`src/rtl/uart_rx_ovs.sv`:
```
// Oversampling UART receiver with centre sampling, runtime parity/stop modes
// and a show-ahead frame FIFO popped through a valid/ready handshake.
`timescale 1ns/1ps
module uart_rx_ovs #(
    parameter int DATA_BITS  = 8,
    parameter int OVS        = 16,
    parameter int FIFO_DEPTH = 4
) (
    input  logic                          clk,
    input  logic                          rst_n,
    input  logic                          rx,
    input  logic                          tick,
    input  logic                          parity_en,
    input  logic                          parity_odd,
    input  logic                          stop2,
    output logic [DATA_BITS-1:0]          rx_data,
    output logic                          rx_perr,
    output logic                          rx_ferr,
    output logic                          rx_valid,
    input  logic                          rx_ready,
    output logic                          rx_done,
    output logic                          overrun,
    output logic [$clog2(FIFO_DEPTH):0]   fifo_count
);

    localparam int CW = $clog2(OVS);
    localparam int BW = 4;
    localparam int PW = $clog2(FIFO_DEPTH);
    localparam int NW = PW + 1;
    localparam int EW = DATA_BITS + 2;

    localparam logic [CW-1:0] HALF_END = CW'(OVS / 2 - 1);
    localparam logic [CW-1:0] BIT_END  = CW'(OVS - 1);
    localparam logic [BW-1:0] LAST_BIT = BW'(DATA_BITS - 1);
    localparam logic [NW-1:0] DEPTH_N  = NW'(FIFO_DEPTH);

    typedef enum logic [2:0] {
        S_IDLE,
        S_START,
        S_DATA,
        S_PARITY,
        S_STOP,
        S_BREAK
    } state_e;

    state_e                state_q, state_d;
    logic                  s1_q, s1_d;
    logic                  rs_q, rs_d;
    logic                  rs_prev_q, rs_prev_d;
    logic                  armed_q, armed_d;
    logic [CW-1:0]         cnt_q, cnt_d;
    logic [BW-1:0]         bit_q, bit_d;
    logic [DATA_BITS-1:0]  shift_q, shift_d;
    logic                  par_q, par_d;
    logic                  ferr_q, ferr_d;
    logic                  stop_sec_q, stop_sec_d;
    logic                  pen_q, pen_d;
    logic                  odd_q, odd_d;
    logic                  two_q, two_d;
    logic                  done_q, done_d;
    logic                  ovr_q, ovr_d;
    logic [PW-1:0]         wptr_q, wptr_d;
    logic [PW-1:0]         rptr_q, rptr_d;
    logic [NW-1:0]         count_q, count_d;
    logic [EW-1:0]         mem_q [FIFO_DEPTH];
    logic [EW-1:0]         mem_d [FIFO_DEPTH];

    logic                  tk;
    logic                  push;
    logic                  push_ferr;
    logic [EW-1:0]         push_word;
    logic                  pop;
    logic                  full;
    logic                  wr;
    logic [EW-1:0]         head;

    // A tick landing on the reset-release edge must not advance anything
    assign tk = tick & armed_q;

    always_comb begin
        s1_d       = rx;
        rs_d       = s1_q;
        rs_prev_d  = rs_q;
        armed_d    = 1'b1;
        state_d    = state_q;
        cnt_d      = cnt_q;
        bit_d      = bit_q;
        shift_d    = shift_q;
        par_d      = par_q;
        ferr_d     = ferr_q;
        stop_sec_d = stop_sec_q;
        pen_d      = pen_q;
        odd_d      = odd_q;
        two_d      = two_q;
        push       = 1'b0;
        push_ferr  = ferr_q;
        unique case (state_q)
            S_IDLE: begin
                if (rs_prev_q && !rs_q) begin
                    state_d    = S_START;
                    cnt_d      = '0;
                    bit_d      = '0;
                    shift_d    = '0;
                    par_d      = 1'b0;
                    ferr_d     = 1'b0;
                    stop_sec_d = 1'b0;
                    pen_d      = parity_en;
                    odd_d      = parity_odd;
                    two_d      = stop2;
                end
            end
            S_START: begin
                if (tk) begin
                    if (cnt_q == HALF_END) begin
                        cnt_d   = '0;
                        state_d = rs_q ? S_IDLE : S_DATA;
                    end else begin
                        cnt_d = cnt_q + CW'(1);
                    end
                end
            end
            S_DATA: begin
                if (tk) begin
                    if (cnt_q == BIT_END) begin
                        cnt_d   = '0;
                        shift_d = {rs_q, shift_q[DATA_BITS-1:1]};
                        par_d   = par_q ^ rs_q;
                        if (bit_q == LAST_BIT) begin
                            bit_d   = '0;
                            state_d = pen_q ? S_PARITY : S_STOP;
                        end else begin
                            bit_d = bit_q + BW'(1);
                        end
                    end else begin
                        cnt_d = cnt_q + CW'(1);
                    end
                end
            end
            S_PARITY: begin
                if (tk) begin
                    if (cnt_q == BIT_END) begin
                        cnt_d   = '0;
                        par_d   = par_q ^ rs_q ^ odd_q;
                        state_d = S_STOP;
                    end else begin
                        cnt_d = cnt_q + CW'(1);
                    end
                end
            end
            S_STOP: begin
                if (tk) begin
                    if (cnt_q == BIT_END) begin
                        cnt_d = '0;
                        if (two_q && !stop_sec_q) begin
                            stop_sec_d = 1'b1;
                            ferr_d     = ferr_q | ~rs_q;
                        end else begin
                            push      = 1'b1;
                            push_ferr = ferr_q | ~rs_q;
                            ferr_d    = push_ferr;
                            state_d   = rs_q ? S_IDLE : S_BREAK;
                        end
                    end else begin
                        cnt_d = cnt_q + CW'(1);
                    end
                end
            end
            S_BREAK: begin
                if (rs_q) begin
                    state_d = S_IDLE;
                end
            end
            default: begin
                state_d = S_IDLE;
            end
        endcase
    end

    assign push_word = {shift_q, pen_q & par_q, push_ferr};

    always_comb begin
        pop     = (count_q != '0) && rx_ready;
        full    = (count_q == DEPTH_N);
        wr      = push && (!full || pop);
        done_d  = push;
        ovr_d   = push && full && !pop;
        mem_d   = mem_q;
        wptr_d  = wptr_q;
        rptr_d  = rptr_q;
        count_d = count_q;
        if (wr) begin
            mem_d[wptr_q] = push_word;
            wptr_d        = wptr_q + PW'(1);
        end
        if (pop) begin
            rptr_d = rptr_q + PW'(1);
        end
        unique case (1'b1)
            (wr && !pop): count_d = count_q + NW'(1);
            (pop && !wr): count_d = count_q - NW'(1);
            default:      count_d = count_q;
        endcase
    end

    always_ff @(posedge clk or negedge rst_n) begin
        if (!rst_n) begin
            state_q    <= S_IDLE;
            s1_q       <= 1'b1;
            rs_q       <= 1'b1;
            rs_prev_q  <= 1'b1;
            armed_q    <= 1'b0;
            cnt_q      <= '0;
            bit_q      <= '0;
            shift_q    <= '0;
            par_q      <= 1'b0;
            ferr_q     <= 1'b0;
            stop_sec_q <= 1'b0;
            pen_q      <= 1'b0;
            odd_q      <= 1'b0;
            two_q      <= 1'b0;
            done_q     <= 1'b0;
            ovr_q      <= 1'b0;
            wptr_q     <= '0;
            rptr_q     <= '0;
            count_q    <= '0;
            for (int i = 0; i < FIFO_DEPTH; i++) begin
                mem_q[i] <= '0;
            end
        end else begin
            state_q    <= state_d;
            s1_q       <= s1_d;
            rs_q       <= rs_d;
            rs_prev_q  <= rs_prev_d;
            armed_q    <= armed_d;
            cnt_q      <= cnt_d;
            bit_q      <= bit_d;
            shift_q    <= shift_d;
            par_q      <= par_d;
            ferr_q     <= ferr_d;
            stop_sec_q <= stop_sec_d;
            pen_q      <= pen_d;
            odd_q      <= odd_d;
            two_q      <= two_d;
            done_q     <= done_d;
            ovr_q      <= ovr_d;
            wptr_q     <= wptr_d;
            rptr_q     <= rptr_d;
            count_q    <= count_d;
            mem_q      <= mem_d;
        end
    end

    assign head       = mem_q[rptr_q];
    assign rx_data    = head[EW-1:2];
    assign rx_perr    = head[1];
    assign rx_ferr    = head[0];
    assign rx_valid   = (count_q != '0);
    assign rx_done    = done_q;
    assign overrun    = ovr_q;
    assign fifo_count = count_q;

endmodule

```
`config.mk`:
```
export PLATFORM = sky130hd
export DESIGN_NAME = uart_rx_ovs
export DESIGN_NICKNAME = d
export VERILOG_FILES = /design/src/rtl/uart_rx_ovs.sv
export SDC_FILE = /design/constraint.sdc
export NUM_CORES = 1
export LEC_CHECK = 0
export CORE_MARGIN = 2
export CORE_UTILIZATION = 50
export CTS_CLUSTER_DIAMETER = 150
export DETAILED_ROUTE_END_ITERATION = 8
export GPL_TIMING_DRIVEN = 0
export PLACE_DENSITY = 0.69
export SLEW_MARGIN = 20
export SYNTH_ARGS = -nofsm -noshare
export SYNTH_HDL_FRONTEND = slang
export SYNTH_SLANG_ARGS = --single-unit
```
`constraint.sdc`:
```
create_clock -name clk -period 6.35 [get_ports clk]
set_clock_uncertainty 0.2 [all_clocks]
set_input_delay 0.9525 -clock clk [delete_from_list [all_inputs] [get_ports clk]]
set_output_delay 0.9525 -clock clk [all_outputs]
set_load 0.01 [all_outputs]
```
-- Word-level counts from Yosys, hierarchy flattened
Index checks and enable logic that the tools add are counted.
- eq/ne operators: 23
- bitwise logic cells: 8
- order comparisons: 3
- reduce and logical (&&, ||, !) cells: 30
- add/sub/neg operators: 6
- muxes and demuxes: 58
- operator list (cell ; count):
    3-bit 2-to-1 mux ; 14
    40-bit bitwise mux ; 1
    4-bit 2-to-1 mux ; 8
    10-bit 2-to-1 mux ; 3
    2-bit != test (second input constant) ; 13
    8-bit 2-to-1 mux ; 3
    10-bit binary-select mux with 2-bit select ; 1
    10-bit demux with 2-bit select ; 1
    1-bit 2-to-1 mux ; 18
    3-bit case mux with 6 select lines ; 1
    8-bit case mux with 2 select lines ; 1
    4-bit case mux with 3 select lines ; 1
    12-bit AND reduction ; 1
    4-bit AND reduction ; 3
    3-bit equality test (second input constant) ; 3
    1-bit logical AND ; 9
    3-bit nonzero test ; 3
    4-bit by 1-bit adder with 4-bit output (second input constant) ; 2
    4-bit by 3-bit equality test with 1-bit output (second input constant) ; 2
    4-bit case mux with 2 select lines ; 1
    3-bit by 2-bit equality test with 1-bit output (second input constant) ; 2
    3-bit >= comparator (second input constant) ; 2
    2-bit NOT with 3-bit output ; 2
    3-bit case mux with 2 select lines ; 1
    other kinds (22) ; 32
- logic and storage cells: 151
- bits in registers: 78
- input bits: 8
- output and inout bits: 16

-- Logic depth before layout (Yosys ltp)
Gate-level depths: netlist of run 1.
- depth in word-level cells: 10
- mapped depth: 13
- depth with buffers taken out: 12

-- Least setup slack after synthesis of run 1
Ideal clock, no wire load.
- kind: input port to flip-flop
- start: input rx_ready
- end: register count_q[2], in the netlist fifo_count[2]
- buffers on the path: 0
- stages: 9
- library setup time: 0.079 ns
- arrival: 2.656 ns
- data required time: 6.071 ns
- setup slack: 3.415 ns
- cells stage by stage: or4b_4 -> and2_1 -> inv_1 -> ha_1 -> inv_1 -> fa_1 -> xor2_1 -> nor2_1 -> xor2_1
- word-level cells in the longest chain between the ends: 6
- elaborated cells on any way between the ends: 9
- those cells by class: mux: 1; reduce/logical: 8
- ends and longest elaborated chain (element ; RTL line ; RTL):
    from (decl) ; 20 ; input logic rx_ready,
    1-bit logical AND (*) ; 182 ; pop = (count_q != '0) && rx_ready;
    1-bit logical OR ; 184 ; wr = push && (!full || pop);
    1-bit logical AND ; 184 ;
    1-bit logical NOT ; 200 ; (pop && !wr): count_d = count_q - NW'(1);
    1-bit logical AND ; 200 ;
    3-bit case mux with 2 select lines / 2-bit nonzero test (equally long branches) ; n/a ;
    to (signal assigned) ; 248 ; count_q <= count_d;
    to (decl) ; 64 ; logic [NW-1:0] count_q, count_d;
Mark *: on every way between the ends. The rest lies on a longest branch, timed or not.
A chain may end at the register's enable or synchronous reset.

-- Worst setup path in the final report of run 1
- start: register rptr_q[0]
- end: output rx_ferr
- word-level cells in the longest chain between the ends: 4
- ends and longest elaborated chain (element ; RTL line ; RTL):
    from (decl) ; 63 ; logic [PW-1:0] rptr_q, rptr_d;
    from (signal assigned) ; 247 ; rptr_q <= rptr_d;
    2-bit NOT with 3-bit output (not written as such) ; 253 ; assign head = mem_q[rptr_q];
    10-bit binary-select mux with 2-bit select ; 253 ;
    10-bit 2-to-1 mux (not written as such) (2 in a row) ; 253 ;
    to (decl) ; 18 ; output logic rx_ferr,
No other way between the ends. The select of a mux whose other input is x is not followed.

==> impl_metrics.yaml, run 1 <==
outcome:
  status: "complete, no violations"
route:
  routed_wl_um: 6980
  detail_route.drc_violations: 0
  drtIter0Drc: 121
  vias_per_cell: 5.69
  detail_route.wl_per_cell_um: 16.6
  num_vias: 2395
  ant_nets: 0
  drt_pre_antenna_iters: 5
clock_network:
  clock_path_buffers: 2
  cts_buffers: 9
  post_cts_resized: 0
  post_cts_buffers: 0
  cts.sinks: 78
  cts-root-buf: "clkbuf_8"
  cts_tree: "done"
  clk_latency_ps: 350
  cts_hold_buf: 0
  htreeDepth: 3
  clkSlewWorstSetupHoldPaths_ps: 90
synthesis:
  synthCells: 282
  synth_xor_area_share_pct: 1.87
  synth_compound_area_share_pct: 8.98
  synth_area_leaders: "dfrtp_1 50%, mux2_2 9.3%, mux4_2 6.0%"
  yosysWarnings: 0
  synth_edf_count: 0
  muxShareOfSynthArea_pct: 20.3
  synthAdderAreaFrac_pct: 2.87
  syn_nets: 298
  synth_top_family_by_area: "multiplexers"
  syn_area_um2: 3750
  synth_top_area_share_pct: 50.1
  avgSynthCellArea_um2: 13.3
  ys_types: 60
  synth-simple-area-share_pct: 9.38
  async_flop_share_pct: 100
  yosys.area.top_type: "dfrtp_1"
  synth_seq_cells: 78
  synth_top_flop_cell: "dfrtp_1"
  yosysSeqAreaShare_pct: 52.2
global_route:
  grt_first_pass_wirelength_um: 12200
  top_usage_layer: "met2"
  gr-total-overflow: 0
  grt.total_usage_pct: 18.8
  grt_util_met3_pct: 3.34
  grt_pass1_vias: 2441
  antenna_found_initial: 0
  use_met2_pct: 28.7
  met1_usage_pct: 27.1
  grt_max_degree: 49
timing:
  tightest_slew_ps: 682
  layout_setup_ws_ps: 2990
  rsz0062_at_grt: "false"
  tns_ps: 0
  min_period_over_period_pct: 52.9
  max_freq_mhz: 298
  final_max_slew_viol_count: 0
  report.final.hold_viol_count: 0
  relSlewSlack_pct: 54.6
  min_period_ps: 3360
  finalSetupViolCount: 0
finish:
  fillerInstances: 634
  register_area_um2: 1960
  fin_cells: 421
  area_growth_pct: 15.1
  fin_nets: 333
  drive_gt1_share_pct: 26.1
  multiInputGateArea_um2: 1630
  n_antenna_cell: 0
critical_path:
  startpoint_type: "flip-flop"
  cp.required_ps: 5200
  worstPathArrival_ps: 2210
  crit_type: "flip-flop to output port"
  cp_max_fo: 10
  worst_setup_path_end_kind: "output port"
floorplan:
  fp.dieH_um: 90.6
  start_util_pct: 51.7
  dieArea_um2: 8200
  rows: 31
  num_io_pins: 24
  core_um2: 7250
  die_w_um: 90.6
power:
  p_per_area_nw_per_um2: 293
  internal-power_w: 0.000848
  clock_power_share_pct: 27.6
  power_frac_comb_pct: 24.9
  report.power.total_w: 0.00127
  peakVddDrop_v: 0.000160
  p_leak_nw: 1.99
  seqPwrFrac_pct: 47.5
  p_sw_w: 0.000418
  sw_frac_of_total_pct: 33.0
flow_run:
  drv_cap: 0
placement:
  dpl.cell_count: 405
  dp_hpwl_um: 4770
  place.gp.congestion: 0.942
  place_ws_ps: 2840
  io_buffers: 23
worst_hold_path:
  hold_path.class: "flip-flop to flip-flop"
power groups by stage:
| stage | Combinational (W) | Sequential (W) | Clock [W] |
|---|---|---|---|
| after floorplan | 0.000226 | 0.000599 | 0 |
| after global placement | 0.000310 | 0.000607 | 0 |
| after detailed placement | 0.000319 | 0.000610 | 0 |
| after CTS | 0.000321 | 0.000602 | 0.000364 |
| after global routing | 0.000359 | 0.000611 | 0.000385 |
| final | 0.000315 | 0.000601 | 0.000349 |
flip-flops by register name, summed over array words and instances, names as in the netlist, 2 cells and up:
register    flops
cnt_q           4
bit_q           4
state_q         3
mem_q          40
wptr_q          2
rptr_q          2
shift_q         8
fifo_count      3
Yosys cell counts, types with 4 or more instances:
master    instances
dfrtp_1          75
mux2_2           31
mux2_1           14
inv_1            12
nor2_1           11
mux4_2           10
a22o_1            9
ha_1              7
and3_1            6
buf_6             6
nand2_1           6
a21oi_1           5
buf_2             5
and2_1            4
clkbuf_1          4
nand3_1           4
o21ai_0           4
xnor2_1           4
xor2_1            4
cells in the final DEF (no fill, tap or decap), drive strengths merged, types with 6 or more instances in the layout:
| master | n |
|---|---|
| a22o | 9 |
| and3 | 6 |
| buf | 14 |
| clkbuf | 13 |
| clkdlybuf4s50 | 22 |
| dfrtp | 75 |
| ha | 7 |
| inv | 17 |
| mux2 | 45 |
| mux4 | 10 |
| nand2 | 6 |
| nor2 | 12 |
path summary, 6_finish.rpt:
| check | start | endpoint | slack, ps | cells after the start |
|---|---|---|---|---|
| max | rptr_q[0]$_DFFE_PN0P_ | rx_ferr | 2990 | 3 |
| min | rs_d$_DFF_PN1_ | rs_prev_d$_DFF_PN1_ | 160 | 0 |
| max reg2reg | cnt_q[0]$_DFFE_PN0P_ | fifo_count[2]$_DFFE_PN0P_ | 3530 | 13 |
| min reg2reg | rs_d$_DFF_PN1_ | rs_prev_d$_DFF_PN1_ | 160 | 0 |
| max in group asynchronous | rst_n | rs_prev_q$_DFF_PN1_ | 4980 | 2 |
| min in group asynchronous | rst_n | mem_q[35]$_DFFE_PN0P_ | 330 | 1 |
metrics by stage:
stage               hold slack (ps)  util [%]  cell area (um2)
floorplan                       145         -             3750
global placement                146      56.5             4100
detailed placement              156      56.9             4130
CTS                             167      59.5             4310
global route                    168      59.5             4310
finish                          164      59.5             4310
critical path, cell delays in order (launching register included):
cell and delay [ps]:
dfrtp_1 420, buf_2 360, mux4_2 560, clkdlybuf4s50_1 510
layout make-up:
cell class	count	share of cell area, %
plain buffers	16	2.58
repair buffers	24	5.92
clock inverters	7	1.45
multi-input cells	175	37.8
inverters	13	1.13
flip-flops and latches	78	45.3
clock buffers	9	2.87
well taps	99	2.87
cell families (layout without fill, tap and decap cells):
logic type | Yosys count | after routing
flops | 78 | 78
mux | 58 | 58
buf+inv | 29 | 69
other cells | 1 | 1
simple gates | 57 | 57
fa+ha+maj | 8 | 8
compound gates | 43 | 43
xor+xnor | 8 | 8
metal layers:
layer | vias up | part of all wire, %
met5 | - | 0
met4 | 0 | 1.7
met3 | 9 | 4.0
met2 | 66 | 47
met1 | 1215 | 47
li1 | 1105 | -
Power figures use the tool's default switching activity.
==> run 2, diff against run 1 <==
PLACE_DENSITY = 0.72   (was 0.69)
clock period = 2.7 ns   (was 6.35 ns; I/O delays follow)
==> run 2 against run 1 <==
Net effect: critical endpoint unchanged; final cell count rose by 1.7%; highest routed layer unchanged; sequential power rose by 130%; largest power group unchanged; first-iteration DRC count decreased by 1.7%; non-clock buffer count increased by 7.
==> impl_metrics.yaml, run 2 (synthesis results as in run 1) <==
global_route:
  grt.total_usage_pct: 18.6
  grt_first_pass_wirelength_um: 12100
  grt_pass1_vias: 2417
  grt_max_degree: 47
  gr-total-overflow: 0
  antenna_found_initial: 0
finish:
  fillerInstances: 599
  regMostFlops: "mem_q"
  multiInputGateArea_um2: 1650
  n_antenna_cell: 0
  layout_commonest_cell: "dfrtp_1"
  fin_nets: 340
  top_regs: "mem_q x40, shift_q x8"
  area_growth_pct: 17.8
  drive_gt1_share_pct: 28.6
  layout_common_cells: "74 x dfrtp_1, 31 x mux2_2, 22 x clkdlybuf4s50_1"
  register_area_um2: 1960
  largest_register_ff_count: 40
  fin_cells: 428
power:
  p_leak_nw: 2.03
  p_per_area_nw_per_um2: 711
  peakVddDrop_v: 0.000545
  report.power.total_w: 0.00314
clock_network:
  htreeDepth: 3
  clk_latency_ps: 340
  cts-root-buf: "clkbuf_8"
  cts_buffers: 9
  clkSlewWorstSetupHoldPaths_ps: 80
  cts_tree: "done"
  cts.sinks: 78
  clock_path_buffers: 2
outcome:
  status: "complete, no violations"
flow_run:
  drv_cap: 0
timing:
  rsz0062_at_grt: "true"
  max_freq_mhz: 387
  relSlewSlack_pct: 58.7
  tightest_slew_ps: 619
  report.final.hold_viol_count: 0
  finalSetupViolCount: 0
  final_max_slew_viol_count: 0
  min_period_ps: 2580
  min_period_over_period_pct: 95.7
route:
  vias_per_cell: 5.61
  routed_wl_um: 7030
  ant_nets: 0
  detail_route.drc_violations: 0
  drtIter0Drc: 119
  detail_route.wl_per_cell_um: 16.4
  drt_pre_antenna_iters: 5
  num_vias: 2399
critical_path:
  cp_max_fo: 10
  cp.required_ps: 2100
  ff2ff_path_depth: 9
  cp-startpoint: "rptr_q[0]$_DFFE_PN0P_"
  worst_setup_path_end_kind: "output port"
  crit_chain: "buf_6, mux4_2, clkdlybuf4s50_1"
  max_stage_delay_ps: 530
  crit_type: "flip-flop to output port"
  cp_slowest_cell: "mux4_2"
  startpoint_type: "flip-flop"
  rr_startpoint: "fifo_count[0]$_DFFE_PN0P_"
  worstPathArrival_ps: 1980
  r2r_slack_ps: 160
floorplan:
  rows: 31
  dieArea_um2: 8200
  fp.dieH_um: 90.6
  core_um2: 7250
  num_io_pins: 24
  die_w_um: 90.6
  start_util_pct: 51.7
worst_hold_path:
  min_from: "rs_d$_DFF_PN1_"
  hold_depth: 0
  hold_path.class: "flip-flop to flip-flop"
placement:
  dpl.cell_count: 405
  dp_hpwl_um: 4610
  place.gp.congestion: 0.836
  io_buffers: 23
==> run 2: cell count changes in the layout (fill, tap and decap cells not counted), moves of 2 or more <==
cell | before | now
inv_6 | 2 | 0
buf_4 | 1 | 7
ha_2 | 0 | 2
inv_8 | 2 | 0
clkbuf_8 | 9 | 12
ha_1 | 7 | 5
clkinvlp_4 | 3 | 1
==> run 2: per-stage QoR <==
step	hold WS [ps]	cell area, um2	utilization, %	setup WS (ps)	TNS, ps
6_report	159	4410	60.8	116	0
5_1_grt	168	4410	60.8	-19.0	-19.0
4_1_cts	159	4380	60.3	10.7	0
3_5_place_dp	147	4120	56.8	-245	-365
3_3_place_gp	146	4100	56.5	-1740	-133210
2_1_floorplan	-90.6	3750	-	125	0
==> run 2: area by class of cell <==
| type | instances | share of cell area (%) |
|---|---|---|
| Buffer | 16 | 2.69 |
| Clock buffer | 13 | 3.83 |
| Clock inverter | 3 | 0.964 |
| Inverter | 13 | 1.16 |
| Multi-Input combinational cell | 175 | 37.3 |
| Sequential cell | 78 | 44.3 |
| Tap cell | 99 | 2.81 |
| Timing Repair Buffer | 31 | 6.86 |
==> run 2: critical path: cells and delay by family, from the launching register on <==
family,cells,cell delay (ps)
mux,1,530
flops,1,410
buf+inv,2,700
==> run 2: where the power goes <==
part           internal [W]  leakage [nW]  switching [W]
Sequential          0.00129          1.03       0.000123
Combinational      0.000405         0.900       0.000411
Clock              0.000502         0.106       0.000404
==> run 2: worst paths after layout <==
path                                              to
max reg2reg                fifo_count[2]$_DFFE_PN0P_
max                                          rx_ferr
min                              rs_prev_d$_DFF_PN1_
min reg2reg                      rs_prev_d$_DFF_PN1_
min in group asynchronous          two_q$_DFFE_PN0P_
max in group asynchronous             rs_d$_DFF_PN1_
==> run 2: metal layers <==
layer / global-route usage [%] / share of wire (%) / vias to the layer above
met5: 0 / 0 / -
met4: 5.38 / 0.81 / 0
met3: 5.34 / 4.5 / 4
met2: 28.2 / 47 / 55
met1: 26.3 / 48 / 1230
li1: - / - / 1110
==> run 2: timing repair <==
item / in CTS / in global routing
endpoints found under the setup margin: 10 / 7
pin swaps: 2 / 3
hold buffers: 1 / 0
gates resized for setup: 5 / 4
buffers inserted: 3 / 3
hold endpoints to repair: 45 / 0
==> run 3, diff against run 2 <==
CAP_MARGIN = 25   (was unset)
==> results of run 3 <==
No change in the layout: final DEF, timing and power equal those of run 2.
